File: config.mk
export PLATFORM = sky130hd
export DESIGN_NAME = fetch_sequencer
export DESIGN_NICKNAME = d
export VERILOG_FILES = /design/src/rtl/fetch_pkg.sv /design/src/rtl/fetch_buffer.sv /design/src/rtl/fetch_sequencer.sv
export SDC_FILE = /design/constraint.sdc
export NUM_CORES = 1
export LEC_CHECK = 0
export ABC_CLOCK_PERIOD_IN_PS = 2600
export CORE_UTILIZATION = 53
export CTS_CLUSTER_DIAMETER = 200
export DETAILED_ROUTE_END_ITERATION = 8
export PLACE_DENSITY = 0.88
export SLEW_MARGIN = 20
export SYNTH_ARGS = -nofsm -noshare
export SYNTH_HDL_FRONTEND = slang
export SYNTH_SLANG_ARGS = --single-unit
export TNS_END_PERCENT = 50
File: constraint.sdc
create_clock -name clock -period 2.6 [get_ports clock]
set_input_delay 0.39 -clock clock [delete_from_list [all_inputs] [get_ports clock]]
set_output_delay 0.39 -clock clock [all_outputs]
set_load 0.02 [all_outputs]
File: src/rtl/fetch_pkg.sv
// Shared types and constants for the instruction fetch sequencer.
package fetch_pkg;

  typedef enum logic [1:0] {
    IDLE,
    ISSUE,
    WAIT
  } fetch_state_t;

  localparam int unsigned INSTR_BYTES   = 4;
  localparam logic [31:0] PC_ALIGN_MASK = 32'hFFFF_FFFC;

  typedef struct packed {
    logic [31:0] pc;
    logic [31:0] data;
  } fetch_entry_t;

  function automatic logic [31:0] align_pc(input logic [31:0] pc);
    return pc & PC_ALIGN_MASK;
  endfunction

endpackage

File: src/rtl/fetch_buffer.sv
// Small FIFO of fetched {pc, data} entries with synchronous flush.
module fetch_buffer
  import fetch_pkg::*;
#(
  parameter int unsigned DEPTH = 2
) (
  input  logic                   clock,
  input  logic                   reset,
  input  logic                   push,
  input  fetch_entry_t           push_entry,
  input  logic                   pop,
  input  logic                   flush,
  output logic [$clog2(DEPTH):0] count,
  output logic                   head_valid,
  output fetch_entry_t           head
);

  localparam int unsigned PW = $clog2(DEPTH);
  localparam int unsigned CW = PW + 1;

  logic [PW-1:0] wr_ptr_reg;
  logic [PW-1:0] rd_ptr_reg;
  logic [CW-1:0] count_reg;
  fetch_entry_t  entries [DEPTH];
  logic          do_push;
  logic          do_pop;

  // Flush outranks both push and pop so a redirect never lets a stale word in.
  assign do_push = push && !flush;
  assign do_pop  = pop && (count_reg != '0) && !flush;

  for (genvar gi = 0; gi < DEPTH; gi++) begin : g_entry
    fetch_entry_t entry_reg;

    always_ff @(posedge clock or negedge reset) begin
      if (!reset) begin
        entry_reg <= '0;
      end else if (do_push && (wr_ptr_reg == PW'(gi))) begin
        entry_reg <= push_entry;
      end
    end

    assign entries[gi] = entry_reg;
  end

  always_ff @(posedge clock or negedge reset) begin
    if (!reset) begin
      wr_ptr_reg <= '0;
      rd_ptr_reg <= '0;
      count_reg  <= '0;
    end else if (flush) begin
      wr_ptr_reg <= '0;
      rd_ptr_reg <= '0;
      count_reg  <= '0;
    end else begin
      if (do_push) wr_ptr_reg <= wr_ptr_reg + PW'(1);
      if (do_pop)  rd_ptr_reg <= rd_ptr_reg + PW'(1);
      case ({do_push, do_pop})
        2'b10:   count_reg <= count_reg + CW'(1);
        2'b01:   count_reg <= count_reg - CW'(1);
        default: count_reg <= count_reg;
      endcase
    end
  end

  assign count      = count_reg;
  assign head_valid = (count_reg != '0);
  assign head       = entries[rd_ptr_reg];

endmodule

File: src/rtl/fetch_sequencer.sv
// Front-end fetch controller: one outstanding imem fetch, buffered words to decode.
// Define FETCH_PERF_EN to add the perf_fetched / perf_killed counters.
module fetch_sequencer
  import fetch_pkg::*;
#(
  parameter logic [31:0] RESET_PC  = 32'h0000_0000,
  parameter int unsigned BUF_DEPTH = 2
) (
  input  logic        clock,
  input  logic        reset,
  output logic        imem_req,
  output logic [31:0] imem_addr,
  input  logic        imem_gnt,
  input  logic        imem_rvalid,
  input  logic [31:0] imem_rdata,
  input  logic        redirect_valid,
  input  logic [31:0] redirect_pc,
  output logic        inst_valid,
  output logic [31:0] inst_data,
  output logic [31:0] inst_pc,
  input  logic        inst_ready
`ifdef FETCH_PERF_EN
  ,
  output logic [31:0] perf_fetched,
  output logic [31:0] perf_killed
`endif
);

  localparam int unsigned CW = $clog2(BUF_DEPTH) + 1;

  fetch_state_t  state_reg, state_next;
  logic [31:0]   pc_reg, pc_next;
  logic [31:0]   req_pc_reg, req_pc_next;
  logic          kill_reg, kill_next;
  logic          push;
  logic          pop;
  logic          flush;
  logic          discard;
  logic [CW-1:0] count;
  logic          head_valid;
  fetch_entry_t  head;
  fetch_entry_t  push_entry;

  always_ff @(posedge clock or negedge reset) begin
    if (!reset) begin
      state_reg  <= IDLE;
      pc_reg     <= RESET_PC;
      req_pc_reg <= RESET_PC;
      kill_reg   <= 1'b0;
    end else begin
      state_reg  <= state_next;
      pc_reg     <= pc_next;
      req_pc_reg <= req_pc_next;
      kill_reg   <= kill_next;
    end
  end

  always_comb begin
    state_next  = state_reg;
    pc_next     = pc_reg;
    req_pc_next = req_pc_reg;
    kill_next   = kill_reg;
    imem_req    = 1'b0;
    push        = 1'b0;
    flush       = 1'b0;
    discard     = 1'b0;
    case (state_reg)
      IDLE: state_next = ISSUE;
      ISSUE: begin
        // Only request when the returning word is guaranteed a buffer slot.
        imem_req = (count < CW'(BUF_DEPTH));
        if (redirect_valid) begin
          pc_next = align_pc(redirect_pc);
          flush   = 1'b1;
          if (imem_req && imem_gnt) begin
            kill_next  = 1'b1;
            state_next = WAIT;
          end
        end else if (imem_req && imem_gnt) begin
          req_pc_next = pc_reg;
          state_next  = WAIT;
        end
      end
      WAIT: begin
        if (redirect_valid) begin
          pc_next = align_pc(redirect_pc);
          flush   = 1'b1;
          if (imem_rvalid) begin
            discard    = 1'b1;
            kill_next  = 1'b0;
            state_next = ISSUE;
          end else begin
            kill_next = 1'b1;
          end
        end else if (imem_rvalid) begin
          state_next = ISSUE;
          if (kill_reg) begin
            discard   = 1'b1;
            kill_next = 1'b0;
          end else begin
            push    = 1'b1;
            pc_next = req_pc_reg + 32'(INSTR_BYTES);
          end
        end
      end
      default: state_next = IDLE;
    endcase
  end

  assign push_entry = '{pc: req_pc_reg, data: imem_rdata};
  assign pop        = head_valid && inst_ready;

  fetch_buffer #(
    .DEPTH(BUF_DEPTH)
  ) u_buffer (
    .clock      (clock),
    .reset      (reset),
    .push       (push),
    .push_entry (push_entry),
    .pop        (pop),
    .flush      (flush),
    .count      (count),
    .head_valid (head_valid),
    .head       (head)
  );

  assign imem_addr  = pc_reg;
  assign inst_valid = head_valid;
  assign inst_data  = head_valid ? head.data : 32'h0;
  assign inst_pc    = head_valid ? head.pc : 32'h0;

`ifdef FETCH_PERF_EN
  logic [31:0] perf_fetched_reg;
  logic [31:0] perf_killed_reg;
  logic [31:0] flushed_cnt;

  // A head accepted by decode in the redirect cycle counts as delivered, not killed.
  assign flushed_cnt = flush ? (32'(count) - 32'(pop)) : 32'h0;

  always_ff @(posedge clock or negedge reset) begin
    if (!reset) begin
      perf_fetched_reg <= 32'h0;
      perf_killed_reg  <= 32'h0;
    end else begin
      perf_fetched_reg <= perf_fetched_reg + 32'(push);
      perf_killed_reg  <= perf_killed_reg + flushed_cnt + 32'(discard);
    end
  end

  assign perf_fetched = perf_fetched_reg;
  assign perf_killed  = perf_killed_reg;
`endif

endmodule
# Yosys cells after proc, flatten, opt, wreduce, memory -nomap -nowiden
# Cells that the tools add are included.
# classes
order_cmp,2
eq_ne,9
addsub,5
muxes,32
div,0
multipliers,0
n_shift,0
bitwise_logic,3
reduce_logical,19
# op_table
operator,n
2-to-1 mux 32 bit,6
2-to-1 mux 64 bit,3
one-hot mux 32 bit (2 select lines),1
"adder 32 x 3 -> 32 bit, second input constant",1
2-to-1 mux 1 bit,16
AND reduction 4 bit,2
nonzero test 2 bit,4
logical AND 1 bit,7
2-to-1 mux 2 bit,3
"!= test 2 bit, second input constant",3
"!= test 3 bit, second input constant",2
one-hot mux 2 bit (3 select lines),1
"== test 2 x 1 -> 1 bit, second input constant",2
"== test 2 bit, second input constant",2
one-hot mux 2 bit (2 select lines),1
AND reduction 3 bit,1
nonzero test 3 bit,1
"adder 1 bit, second input constant",2
"adder 2 x 1 -> 2 bit, second input constant",1
">= comparator 2 bit, second input constant",1
logical NOT 2 bit,1
"less-than comparator 2 bit, second input constant",1
NOT 1 bit,2
NOT 1 -> 2 bit,1
5 further kinds,5
# totals
mem_count,0
inputBits,70
romBits,0
ramBits,0
latch_bits,0
reg_bits,199

# Logic depth before layout (Yosys ltp)
# logic_depth
word_depth,8
depth_mapped,11
mapped_depth_nobuf,7

# Modules after synthesis
# From an unflattened synthesis, not the netlist that was laid out.
# unflattened
hier_cells,771
hier_area_um2,9994.6
# by_module_without_submodules
mod,cells_per_inst,seq_area_each_um2,area_per_inst_um2,n_inst
fetch_buffer,363,3303.2,6060.8,1
fetch_sequencer,408,1676.6,3933.8,1

# Worst setup path before layout
# No wires, ideal clock.
# synth_timing
path_kind,register to register
startpoint,reg state_reg[0]
endpoint,"reg u_buffer.g_entry[0].entry_reg, in the netlist u_buffer.entries[72]"
stages_incl_launch_ff,10
n_path_buf,3
path_slack_ns,0.381
t_arrival_ns,2.094
t_required_ns,2.475
path_cell_list,dfrtp_1 -> inv_1 -> ha_1 -> clkbuf_1 -> nor2b_1 -> buf_2 -> nand3b_1 -> nor2_2 -> buf_2 -> mux2_2
# synth_between
elab_chain_cells,6
elab_cells_between_ends,8
cone_classes,eq/ne (2); mux (2); reduce/logical (4)
# synth_rtl
element,line,text
start: declaration,fetch_sequencer.sv:31,"fetch_state_t state_reg, state_next;"
start signal: assignment,fetch_sequencer.sv:51,state_reg <= state_next;
== test 2 bit or == test 2 x 1 -> 1 bit (tied branches),fetch_sequencer.sv:67,case (state_reg)
OR reduction 2 bit (no source line),--,
2-to-1 mux 1 bit,--,
logical NOT 1 bit,fetch_buffer.sv:29,assign do_push = push && !flush;
logical AND 1 bit (*),fetch_buffer.sv:29,
logical AND 1 bit (*),fetch_buffer.sv:38,end else if (do_push && (wr_ptr_reg == PW'(gi))) begin
end signal: assignment,fetch_buffer.sv:39,entry_reg <= push_entry;
end: declaration,fetch_buffer.sv:33,fetch_entry_t entry_reg;
# Mark *: on every way between the ends. The rest lies on a longest branch, timed or not.
# A chain may end at the register's enable or synchronous reset.

# Worst setup path in the final report
# layout_timing
startpoint,reg u_buffer.rd_ptr_reg
endpoint,out inst_pc[2]
# layout_between
elab_chain_cells,5
# layout_rtl
element,line,text
start: declaration,fetch_buffer.sv:22,logic [PW-1:0] rd_ptr_reg;
start signal: assignment,fetch_buffer.sv:57,if (do_pop) rd_ptr_reg <= rd_ptr_reg + PW'(1);
NOT 1 -> 2 bit (implied by the code),fetch_buffer.sv:68,assign head = entries[rd_ptr_reg];
2-to-1 mux 64 bit (implied by the code) (3 in series),fetch_buffer.sv:68,
2-to-1 mux 32 bit,fetch_sequencer.sv:130,assign inst_pc = head_valid ? head.pc : 32'h0;
end: declaration,fetch_sequencer.sv:20,"output logic [31:0] inst_pc,"
# Every way passes these cells. The select of a mux whose other input is x is not followed.

==> results.tsv <==
metric	value	unit
Initial Util	0.539	
HP Start	imem_addr[1]	
DR WL/cell	18.3	µm
post-synthesis adder-cell area fraction	0.00539	
Final Non-Filler Cells	1185	
Post-Route WL	21700	µm
WP data arrival	2140	ps
Final setup viols	0	
unrepaired setup endpoints after global routing	false	
crit-path cells	buf_12 > mux2i_1 > nor2_1 > clkdlybuf4s50_1	
synthesized area	9290	µm²
worst-path fanout max	14	
kind of critical path	reg -> out	
CTS tree	done	
leakage	5.30	nW
GRT Total Usage	0.249	
CP required	2210	ps
fin nets	1023	
Clock Tree Root	clkbuf_16	
met2 Use GR	0.415	
post-synth top area cell	dfrtp_1	
worst hold stages	2	
Worst Reg2Reg Path Length in Cells	5	
Unique masters post-synth	47	
layout cells sized above 1	0.226	
Layout area overhead	28.9	%
DRC Markers	0	
CTS Buffer Depth	2	
H-Tree Depth	4	
number of DRC markers in iteration 0	357	
max reg flops	128	
FMAX	395	MHz
clock latency on the worst-skew pair	430	ps
Seq/Total Area, Yosys	0.536	
Crit path depth	4	
Synth area leaders	dfrtp_1 (54%), mux2_2 (18%), mux2i_1 (7.0%)	
antenna violations before repair	0	
Global Route met1 Usage	0.329	
largest family of logic cells by synthesized area	multiplexers	
compound-cell area share of the yosys netlist	0.0514	
mux contribution to synthesized area	0.252	
Worst setup SP type	flip-flop	
max-cap check violation count	0	
Tmin final	2530	ps
Ports	168	
Sink Count	199	
setup TNS	0	ps
Reg-to-Reg Start	req_pc_reg[4]	
Worst Tran Pin Value	646	ps
Worst R2R Setup Slack	200	ps
Crit. End Element	primary output	
asr flop ratio synth	1.00	
CP max stage delay	680	ps
status	finished clean	
Site Rows	48	
Pre-Repair DR Iteration Count	4	
Worst Hold Class	reg -> reg	
Layout fillers	1216	
Tcrit/Tclk final	0.974	
reg2reg end	imem_addr[27]	
prevailing post-synth register cell	dfrtp_1	
Pwr per Cell Area	1000	nW/µm²
Worst path top cell family by delay	buffers and inverters	
Routed Antenna Nets	0	
vias in the first global route	6735	
Final Slew Violations	0	
die width	134	µm
Reg clk slew, reported paths	60	ps
syn nets	865	
die area	18100	µm²
CP bufs+invs	2	
grt ovf	0	
area share of the largest cell type after synthesis	0.536	
count of input and output buffers	165	
pin count of the biggest net entering global routing	70	
post-DP HPWL	14500	µm
synthesis warning total	0	
endpoints failing hold	0	
Num CTS Buffers	17	
VDD IR-drop max	581	µV
flops & latches, synth	199	
Global Route met3 Usage	0.0461	
Die H	134	µm
Post-Synth Simple-Gate Area	0.104	
via count	6696	
core area	17200	µm²
XOR/XNOR Fraction of Synth Area	0.0236	
placed insts	1153	
slowest CP cell	clkdlybuf4s50_1	
cell count after synthesis	791	
Final Power	12.0	mW
hold worst-path end	imem_addr[1]	
Rel. slew slack	0.568	
final clock skew	8.71	ps
first-pass GRT wire length	34600	µm
Avg Cell Area, Syn	11.7	µm²
GRT Max-Usage Layer	met2	
EDFF count, synth	0	
GP Congestion	0.812	
drt via density	5.65	
Antenna diodes	0	
## synth_stat cells, types with 3 or more instances
library cell	instances
nor3_1	8
nor2b_1	3
nor4_1	10
clkbuf_1	30
ha_1	4
xor2_1	9
and3_1	7
nand2_1	47
nand4_1	5
xnor2_1	16
inv_1	10
mux2i_1	65
a21oi_1	19
o22a_1	3
o22ai_1	9
buf_1	10
o21ai_0	42
nor2_1	93
nand3_1	9
o31a_1	5
buf_2	12
mux2_2	148
dfrtp_1	199
## cell type report
class | count | area, µm² | area share
Inverter | 10 | 37.5 | 0.00313
Multi-Input combinational cell | 529 | 4090 | 0.341
Clock buffer | 20 | 447 | 0.0373
Clock inverter | 10 | 169 | 0.0141
Timing Repair Buffer | 192 | 1980 | 0.165
Tap cell | 225 | 282 | 0.0235
Sequential cell | 199 | 4980 | 0.416
## where the power goes
group          switching [mW]  internal [mW]
clock network            1.12           1.64
registers               0.914           4.09
logic                    2.09           2.15
## metal layers
metal,vias up,part of all wire
li1,3096,-
met1,3341,0.44
met2,227,0.48
met3,32,0.061
met4,0,0.016
met5,-,0
## layout by cell type, fill, tap and decap left out, types with 7 or more instances in the layout
cell type / instances
xor2_1: 9
a21oi_1: 19
nand2_1: 46
mux2_2: 148
and3_1: 7
nand3_1: 9
buf_4: 17
dfrtp_1: 198
o21ai_0: 42
clkbuf_16: 17
xnor2_1: 16
o22ai_1: 8
nor2_1: 92
nor3_1: 8
inv_1: 10
buf_12: 8
nor4_1: 10
mux2i_1: 65
clkdlybuf4s50_1: 161
## cells by family after synthesis
family                   after synthesis
AO/OA/AOI/OAI                         84
XOR/XNOR                              25
adder cells (fa/ha/maj)                4
buffers and inverters                 63
flip-flops                           199
multiplexers                         215
AND/OR/NAND/NOR                      201
## per-stage QoR
| step | area, µm² | utilization | setup WS, ps | hold WS, ps |
|---|---|---|---|---|
| finish | 12000 | 0.695 | 67.6 | 494 |
| global route | 12000 | 0.695 | 1.93 | 513 |
| CTS | 12000 | 0.695 | 55.0 | 498 |
| detailed placement | 11300 | 0.657 | 216 | 415 |
| global placement | 11300 | 0.657 | 286 | 407 |
| floorplan | 9290 | - | 381 | 94.4 |
## repair_timing
| action | 4_1_cts | 5_1_grt |
|---|---|---|
| endpoints found under the setup margin | 47 | 3 |
| hold buffers | 1 | 0 |
| buffers inserted | 1 | 0 |
| pin swaps | 0 | 0 |
| gates resized for setup | 0 | 3 |
| endpoints found under the hold margin | 63 | 0 |
## worst reg2reg max path: stages, from the launching register on
cell and delay (ps):
dfrtp_1 500, nand3_1 210, or4_1 850, nor4_2 400, xnor2_1 190, o22ai_1 110
## how the worst max path moves through the flow
stage                         from                   end  slack (ps)
3_5_place_dp           imem_rvalid         imem_addr[11]         220
5_1_grt        u_buffer.rd_ptr_reg            inst_pc[2]           2
2_1_floorplan         state_reg[0]  u_buffer.entries[72]         380
6_report       u_buffer.rd_ptr_reg            inst_pc[2]          70
4_1_cts        u_buffer.rd_ptr_reg           inst_pc[18]          50
3_3_place_gp        redirect_valid  u_buffer.entries[22]         290
Power figures use the tool's default switching activity.
